$ cat src/rtl/osc_phase_accum.sv
// Time-multiplexed phase accumulator bank: one PH_WIDTH-bit phase per {voice, osc} slot,
// advanced once per frame by the aligned pitch increment, with key-on reset and osc-0 hard sync.
module osc_phase_accum #(
   parameter int VOICES    = 8,
   parameter int V_OSC     = 4,
   parameter int V_WIDTH   = 3,
   parameter int O_WIDTH   = 2,
   parameter int OE_WIDTH  = 1,
   parameter int E_WIDTH   = O_WIDTH + OE_WIDTH,
   parameter int PITCH_DLY = 3,
   parameter int PH_WIDTH  = 32
) (
   input  logic                        sCLK_XVXOSC,
   input  logic                        reset_reg_N,
   input  logic [V_WIDTH+E_WIDTH-1:0]  xxxx,
   input  logic [23:0]                 osc_pitch_val,
   input  logic                        note_on,
   input  logic [V_WIDTH-1:0]          cur_key_adr,
   input  logic [V_OSC-1:0]            sync_mask,
   output logic [PH_WIDTH-1:0]         phase_out,
   output logic [V_WIDTH+O_WIDTH-1:0]  phase_slot,
   output logic                        phase_valid,
   output logic                        osc_wrap
);

   localparam int S_WIDTH = V_WIDTH + E_WIDTH;
   localparam int I_WIDTH = V_WIDTH + O_WIDTH;
   localparam int N_SLOT  = VOICES * V_OSC;

   logic [S_WIDTH-1:0]  dly_q [PITCH_DLY];
   logic [S_WIDTH-1:0]  dly_d [PITCH_DLY];
   logic [PITCH_DLY-1:0] vld_q, vld_d;
   logic [PH_WIDTH-1:0] phase_q [N_SLOT];
   logic [PH_WIDTH-1:0] phase_d [N_SLOT];
   logic [N_SLOT-1:0]   pend_q, pend_d;
   logic                note_q, note_d;
   logic [PH_WIDTH-1:0] phase_out_q, phase_out_d;
   logic [I_WIDTH-1:0]  phase_slot_q, phase_slot_d;
   logic                phase_valid_q, phase_valid_d;
   logic                osc_wrap_q, osc_wrap_d;

   logic [S_WIDTH-1:0]  slot_al;
   logic [V_WIDTH-1:0]  vd;
   logic [O_WIDTH-1:0]  od;
   logic [OE_WIDTH-1:0] sub;
   logic [I_WIDTH-1:0]  idx;
   logic [PH_WIDTH-1:0] inc;
   logic [PH_WIDTH:0]   sum;
   logic [N_SLOT-1:0]   set_vec;

   always_comb begin
      dly_d[0] = xxxx;
      for (int i = 1; i < PITCH_DLY; i++) dly_d[i] = dly_q[i-1];
      // The validity shadow keeps the cleared delay line from producing updates after reset.
      vld_d[0] = 1'b1;
      for (int i = 1; i < PITCH_DLY; i++) vld_d[i] = vld_q[i-1];
      note_d = note_on;

      phase_d       = phase_q;
      pend_d        = pend_q;
      phase_out_d   = phase_out_q;
      phase_slot_d  = phase_slot_q;
      phase_valid_d = 1'b0;
      osc_wrap_d    = 1'b0;
      set_vec       = '0;
      sum           = '0;

      slot_al = dly_q[PITCH_DLY-1];
      vd      = slot_al[S_WIDTH-1:E_WIDTH];
      od      = slot_al[E_WIDTH-1:OE_WIDTH];
      sub     = slot_al[OE_WIDTH-1:0];
      idx     = {vd, od};
      inc     = PH_WIDTH'(osc_pitch_val);

      if (vld_q[PITCH_DLY-1] && sub == '0) begin
         if (pend_q[idx]) begin
            sum         = {1'b0, inc};
            pend_d[idx] = 1'b0;
         end else begin
            sum = {1'b0, phase_q[idx]} + {1'b0, inc};
         end
         phase_d[idx]  = sum[PH_WIDTH-1:0];
         phase_out_d   = sum[PH_WIDTH-1:0];
         phase_slot_d  = idx;
         phase_valid_d = 1'b1;
         osc_wrap_d    = sum[PH_WIDTH];
         if (od == '0 && sum[PH_WIDTH]) begin
            for (int i = 0; i < V_OSC; i++)
               if (i != 0 && sync_mask[i]) set_vec[{vd, O_WIDTH'(i)}] = 1'b1;
         end
      end

      if (note_on && !note_q) begin
         for (int o = 0; o < V_OSC; o++) set_vec[{cur_key_adr, O_WIDTH'(o)}] = 1'b1;
      end
      // Applied after the clear so a same-cycle set survives.
      pend_d = pend_d | set_vec;
   end

   always_ff @(posedge sCLK_XVXOSC or negedge reset_reg_N) begin
      if (!reset_reg_N) begin
         for (int i = 0; i < PITCH_DLY; i++) dly_q[i] <= '0;
         for (int i = 0; i < N_SLOT; i++) phase_q[i] <= '0;
         vld_q         <= '0;
         pend_q        <= '0;
         note_q        <= 1'b0;
         phase_out_q   <= '0;
         phase_slot_q  <= '0;
         phase_valid_q <= 1'b0;
         osc_wrap_q    <= 1'b0;
      end else begin
         dly_q         <= dly_d;
         phase_q       <= phase_d;
         vld_q         <= vld_d;
         pend_q        <= pend_d;
         note_q        <= note_d;
         phase_out_q   <= phase_out_d;
         phase_slot_q  <= phase_slot_d;
         phase_valid_q <= phase_valid_d;
         osc_wrap_q    <= osc_wrap_d;
      end
   end

   assign phase_out   = phase_out_q;
   assign phase_slot  = phase_slot_q;
   assign phase_valid = phase_valid_q;
   assign osc_wrap    = osc_wrap_q;

endmodule

$ cat config.mk
export PLATFORM = sky130hd
export DESIGN_NAME = osc_phase_accum
export DESIGN_NICKNAME = d
export VERILOG_FILES = /design/src/rtl/osc_phase_accum.sv
export SDC_FILE = /design/constraint.sdc
export NUM_CORES = 2
export LEC_CHECK = 0
export BUFFER_PORTS_ARGS = -buffer_cell sky130_fd_sc_hd__buf_2
export CAP_MARGIN = 30
export CORE_AREA = 2 2 304 306
export CTS_CLUSTER_SIZE = 10
export DETAILED_ROUTE_END_ITERATION = 6
export DIE_AREA = 0 0 306 308
export GPL_TIMING_DRIVEN = 0
export PLACE_DENSITY = 0.77
export SLEW_MARGIN = 15
export SYNTH_ARGS = -nofsm -noshare
export SYNTH_HDL_FRONTEND = slang
export SYNTH_SLANG_ARGS = --single-unit
export TNS_END_PERCENT = 100
$ cat constraint.sdc
create_clock -name sCLK_XVXOSC -period 8.4 [get_ports sCLK_XVXOSC]
set_input_delay 2.1 -clock sCLK_XVXOSC [delete_from_list [all_inputs] [get_ports sCLK_XVXOSC]]
set_output_delay 2.1 -clock sCLK_XVXOSC [all_outputs]
set_load 0.05 [all_outputs]
==> results.py <==
metrics = {
    "run_status": {
        "run_status": "finished with violations",
        "failing_checks": "design-rule violations, negative setup slack",
    },
    "route": {
        "route.detailed.drc": 25,
        "total_length_of_routed_wires_mm": 205.8,
        "first_pass_iters": 7,
        "avgRoutedWirePerCell_um": 32.97,
        "routed_via_density": 7.079,
        "vias": 44190,
        "drt_antenna_net_count": 0,
        "detailedRoute.firstIterationViolations": 8018,
    },
    "logic_synthesis": {
        "synthesis.area_per_instance_um2": 10.46,
        "synth_enable_flop_cells": 0,
        "cell_taking_the_most_area_after_synthesis": "sky130_fd_sc_hd__dfrtp_1",
        "synth_area_um2": 49530,
        "syn_nets": 4802,
        "synth_sequential_area_ratio_pct": 56.43,
        "ys_async_sr_fraction_pct": 100.0,
        "yosys_warnings": 0,
        "ranking_of_synthesized_cells_by_area": "sky130_fd_sc_hd__dfrtp_1 (56%), sky130_fd_sc_hd__o21ai_0 (8.7%), sky130_fd_sc_hd__mux4_2 (8.7%), sky130_fd_sc_hd__nand2_1 (7.7%), sky130_fd_sc_hd__mux2i_1 (3.2%)",
        "syn_inst": 4737,
        "yosysUniqueCellTypes": 59,
        "yosys.area.top_type_share_pct": 56.43,
        "ys_dominant_reg_cell": "sky130_fd_sc_hd__dfrtp_1",
        "ys_seq_elements": 1117,
    },
    "power": {
        "combinationalPowerShare_pct": 22.9,
        "clock_power_share_pct": 32.2,
        "power_report.internal_total_mw": 10.49,
        "worst_vdd_ir_mv": 0.1896,
        "sw_frac_of_total_pct": 33.90,
        "netSwitchingPower_mw": 5.377,
        "leakagePower_nw": 24.76,
        "powerDensity_nw_per_um2": 282.2,
        "seq_power_share_pct": 44.9,
    },
    "worst_setup_path": {
        "cp-start-kind": "flip-flop",
        "timing_worst_setup_path_type": "reg2reg",
        "regToRegStartpoint": "slot_al[1]$_DFF_PN0_",
        "worstRegToRegCells": 21,
        "worst_ep_arrival_time_ns": 9.01,
        "crit_required_ns": 8.99,
        "setup.reg_to_reg.worst_slack_ns": -0.02,
        "worst_setup_path_end_kind": "flip-flop",
        "timing.rr.end": "phase_q[94]$_DFFE_PN0P_",
        "critical_path_peak_fanout": 10,
    },
    "timing": {
        "final_hold_viol_count": 0,
        "finalSetupViolCount": 5,
        "fin_crit_ns": 8.423,
        "unrepaired_setup_endpoints_after_global_routing": "false",
        "crit_share_post_route_pct": 100.3,
        "fmax_mhz": 118.7,
        "final.setup_skew_ns": 0.02749,
        "worst_slew_margin_rel_pct": 17.28,
        "timing.hold.ws_ns": 0.3319,
        "finalWorstSetupSlack_ns": -0.02271,
        "slew_viol_final": 0,
        "worst_pin_slew_ns": 1.241,
    },
    "worst_hold_path": {
        "hold_path_depth": 0,
        "min-delay-start": "vld_q[1]$_DFF_PN0_",
        "hold_class": "reg2reg",
        "whs_endpoint": "vld_q[2]$_DFF_PN0_",
    },
    "layout": {
        "nFillCells": 7259,
        "seqCellArea_um2": 27950,
        "fraction_of_layout_cells_with_a_size_suffix_above_1_pct": 12.24,
        "area_of_combinational_cells_with_multiple_inputs_um2": 19880,
        "syn_to_final_growth_pct": 13.47,
        "post_layout_net_count": 5092,
    },
    "job": {
        "max_cap_viols": 0,
    },
    "clocking": {
        "cts_tree": "yes",
        "clock_tree.buffer_depth": 3,
        "clock_pin_slew_on_the_worst_setup_and_hold_paths_ns": 0.06,
        "number_of_buffers_created_by_cts": 130,
        "cts.root.buffer_cell": "sky130_fd_sc_hd__clkbuf_16",
        "clock_latency_ns": 0.75,
        "number_of_sinks_on_the_clock_net": 1117,
        "htree_levels": 4,
    },
    "place": {
        "place_hpwl_mm": 144.6,
        "pre_cts_ws_ns": -0.6264,
        "port_buffers": 77,
        "place_congestion": 1.065,
    },
    "die": {
        "fp-row-count": 111,
        "coreArea_um2": 90970,
        "initial_core_utilization_pct": 54.45,
        "io_pins": 79,
        "design.die.area_um2": 94250,
        "die_height_um": 308,
        "die_width_um": 306,
    },
    "grt": {
        "grt_start_max_net_pins": 148,
        "grt_antenna_before_repair": 13,
        "gr-total-overflow": 0,
        "global_route_wire_length_before_repair_mm": 294.9,
        "grt.total_usage_pct": 44.01,
        "grt_pass1_vias": 42840,
    },
}
kinds of logic (layout without fill, tap and decap cells):
| family | after synthesis | count (layout) | synth area share, % |
|---|---|---|---|
| adder cells (fa/ha/maj) | 25 | 25 | 0.6467 |
| AO/OA/AOI/OAI | 1373 | 1373 | 15.45 |
| flip-flops | 1117 | 1117 | 56.43 |
| other | 1 | 7 | 0.007571 |
| XOR/XNOR | 17 | 17 | 0.3006 |
| AND/OR/NAND/NOR | 1419 | 1419 | 11.72 |
| buffers and inverters | 437 | 750 | 3.569 |
| multiplexers | 348 | 348 | 11.88 |
layout make-up:
class | instances | area share [%]
clock inverters | 14 | 0.4386
clock buffers | 141 | 5.955
flip-flops and latches | 1117 | 49.73
inverters | 8 | 0.05343
multi-input cells | 3183 | 35.37
plain buffers | 429 | 3.152
repair buffers | 158 | 2.636
well taps | 1186 | 2.640
diodes | 6 | 0.02671
how the worst max path moves through the flow:
stage / end / slack, ns / start / cells past startpoint
global placement: phase_q[141]$_DFFE_PN0P_ / -18.76 / reset_reg_N / 1
detailed placement: phase_q[158]$_DFFE_PN0P_ / -0.63 / slot_al[1]$_DFF_PN0_ / 21
floorplan: phase_q[766]$_DFFE_PN0P_ / 2.53 / slot_al[1]$_DFF_PN0_ / 22
finish: phase_q[94]$_DFFE_PN0P_ / -0.02 / slot_al[1]$_DFF_PN0_ / 21
global route: phase_q[94]$_DFFE_PN0P_ / 0.005 / slot_al[1]$_DFF_PN0_ / 21
CTS: phase_q[94]$_DFFE_PN0P_ / 0.01 / slot_al[1]$_DFF_PN0_ / 21
power by group through the flow:
stage | clock network [mW] | registers [mW] | logic [mW]
after global placement | 0 | 7.11 | 3.25
final | 5.11 | 7.13 | 3.63
after CTS | 5.05 | 7.08 | 3.44
after floorplan | 0 | 7.10 | 2.01
after global routing | 5.27 | 7.21 | 3.84
after detailed placement | 0 | 7.15 | 3.40
metal layers:
metal | up-vias | global-route usage [%] | part of all wire, %
met2 | 4121 | 58.96 | 40
met4 | 8 | 36.50 | 11
met1 | 21670 | 53.37 | 33
li1 | 17150 | - | -
met5 | - | 0.5685 | 0.021
met3 | 1234 | 21.32 | 17
critical path, stage by stage (launching register included):
cell	delay [ns]
sky130_fd_sc_hd__dfrtp_1	0.32
sky130_fd_sc_hd__buf_4	0.23
sky130_fd_sc_hd__buf_4	0.30
sky130_fd_sc_hd__buf_4	0.29
sky130_fd_sc_hd__buf_4	0.28
sky130_fd_sc_hd__buf_4	0.31
sky130_fd_sc_hd__buf_4	0.34
sky130_fd_sc_hd__clkbuf_1	0.37
sky130_fd_sc_hd__clkbuf_4	0.52
sky130_fd_sc_hd__mux4_2	0.58
sky130_fd_sc_hd__a22oi_1	0.40
sky130_fd_sc_hd__nand4_1	0.43
sky130_fd_sc_hd__ha_1	0.52
sky130_fd_sc_hd__a211oi_1	0.11
sky130_fd_sc_hd__o311ai_1	0.57
sky130_fd_sc_hd__a22oi_2	0.27
sky130_fd_sc_hd__o22ai_4	0.43
sky130_fd_sc_hd__a221oi_4	0.21
sky130_fd_sc_hd__nor3_1	0.56
sky130_fd_sc_hd__mux2i_2	0.54
sky130_fd_sc_hd__clkbuf_1	0.46
sky130_fd_sc_hd__a21oi_1	0.16
cells in the mapped netlist, drive strengths merged (6+ instances only):
master	count
inv	8
a211oi	8
nor2b	6
nor4	16
and2	11
o31ai	33
a22oi	98
o22ai	74
nand2b	11
nand4	26
nand3	47
mux4	192
o21ai	865
or4	6
o211ai	35
nand2	1021
a21oi	227
nor3	10
xnor2	13
buf	63
clkbuf	366
mux2i	156
a21o	11
ha	24
dfrtp	1117
a31oi	7
nor2	228
placed cells by master, fill, tap and decap left out, types with 42 or more instances in the layout:
cell type and n:
sky130_fd_sc_hd__a21oi_1 227, sky130_fd_sc_hd__a22oi_1 96, sky130_fd_sc_hd__buf_2 109, sky130_fd_sc_hd__clkbuf_1 367, sky130_fd_sc_hd__clkbuf_16 132, sky130_fd_sc_hd__dfrtp_1 1117, sky130_fd_sc_hd__mux2i_1 155, sky130_fd_sc_hd__mux4_2 192
sky130_fd_sc_hd__nand2_1 1021, sky130_fd_sc_hd__nand3_1 42, sky130_fd_sc_hd__nor2_1 225, sky130_fd_sc_hd__o21ai_0 864, sky130_fd_sc_hd__o22ai_1 73
flip-flops by register name, indices dropped and copies added, names as in the netlist:
register / count
phase_q: 1024
phase_out: 32
phase_slot: 5
slot_al: 6
phase_valid: 1
pend_q: 32
dly_d: 12
note_q: 1
vld_q: 3
osc_wrap: 1
through the flow:
step	util, %	setup TNS, ns	area (um2)	cells	total power, mW
4_1_cts	61.35	0	55800	6207	15.56
2_1_floorplan	-	0	49530	4737	9.109
6_report	61.78	-0.05647	56200	6242	15.86
3_3_place_gp	56.51	-	51400	6000	10.37
3_5_place_dp	57.38	-52.31	52200	6052	10.55
5_1_grt	61.77	0	56190	6236	16.32
what timing repair did:
action | CTS | global route
hold buffers | 0 | 0
pin swaps | 0 | 0
buffers inserted | 0 | 0
endpoints found under the setup margin | 183 | 250
gates resized for setup | 4 | 17
gates cloned | 0 | 0
No activity file was read; power rests on OpenSTA's default activity.
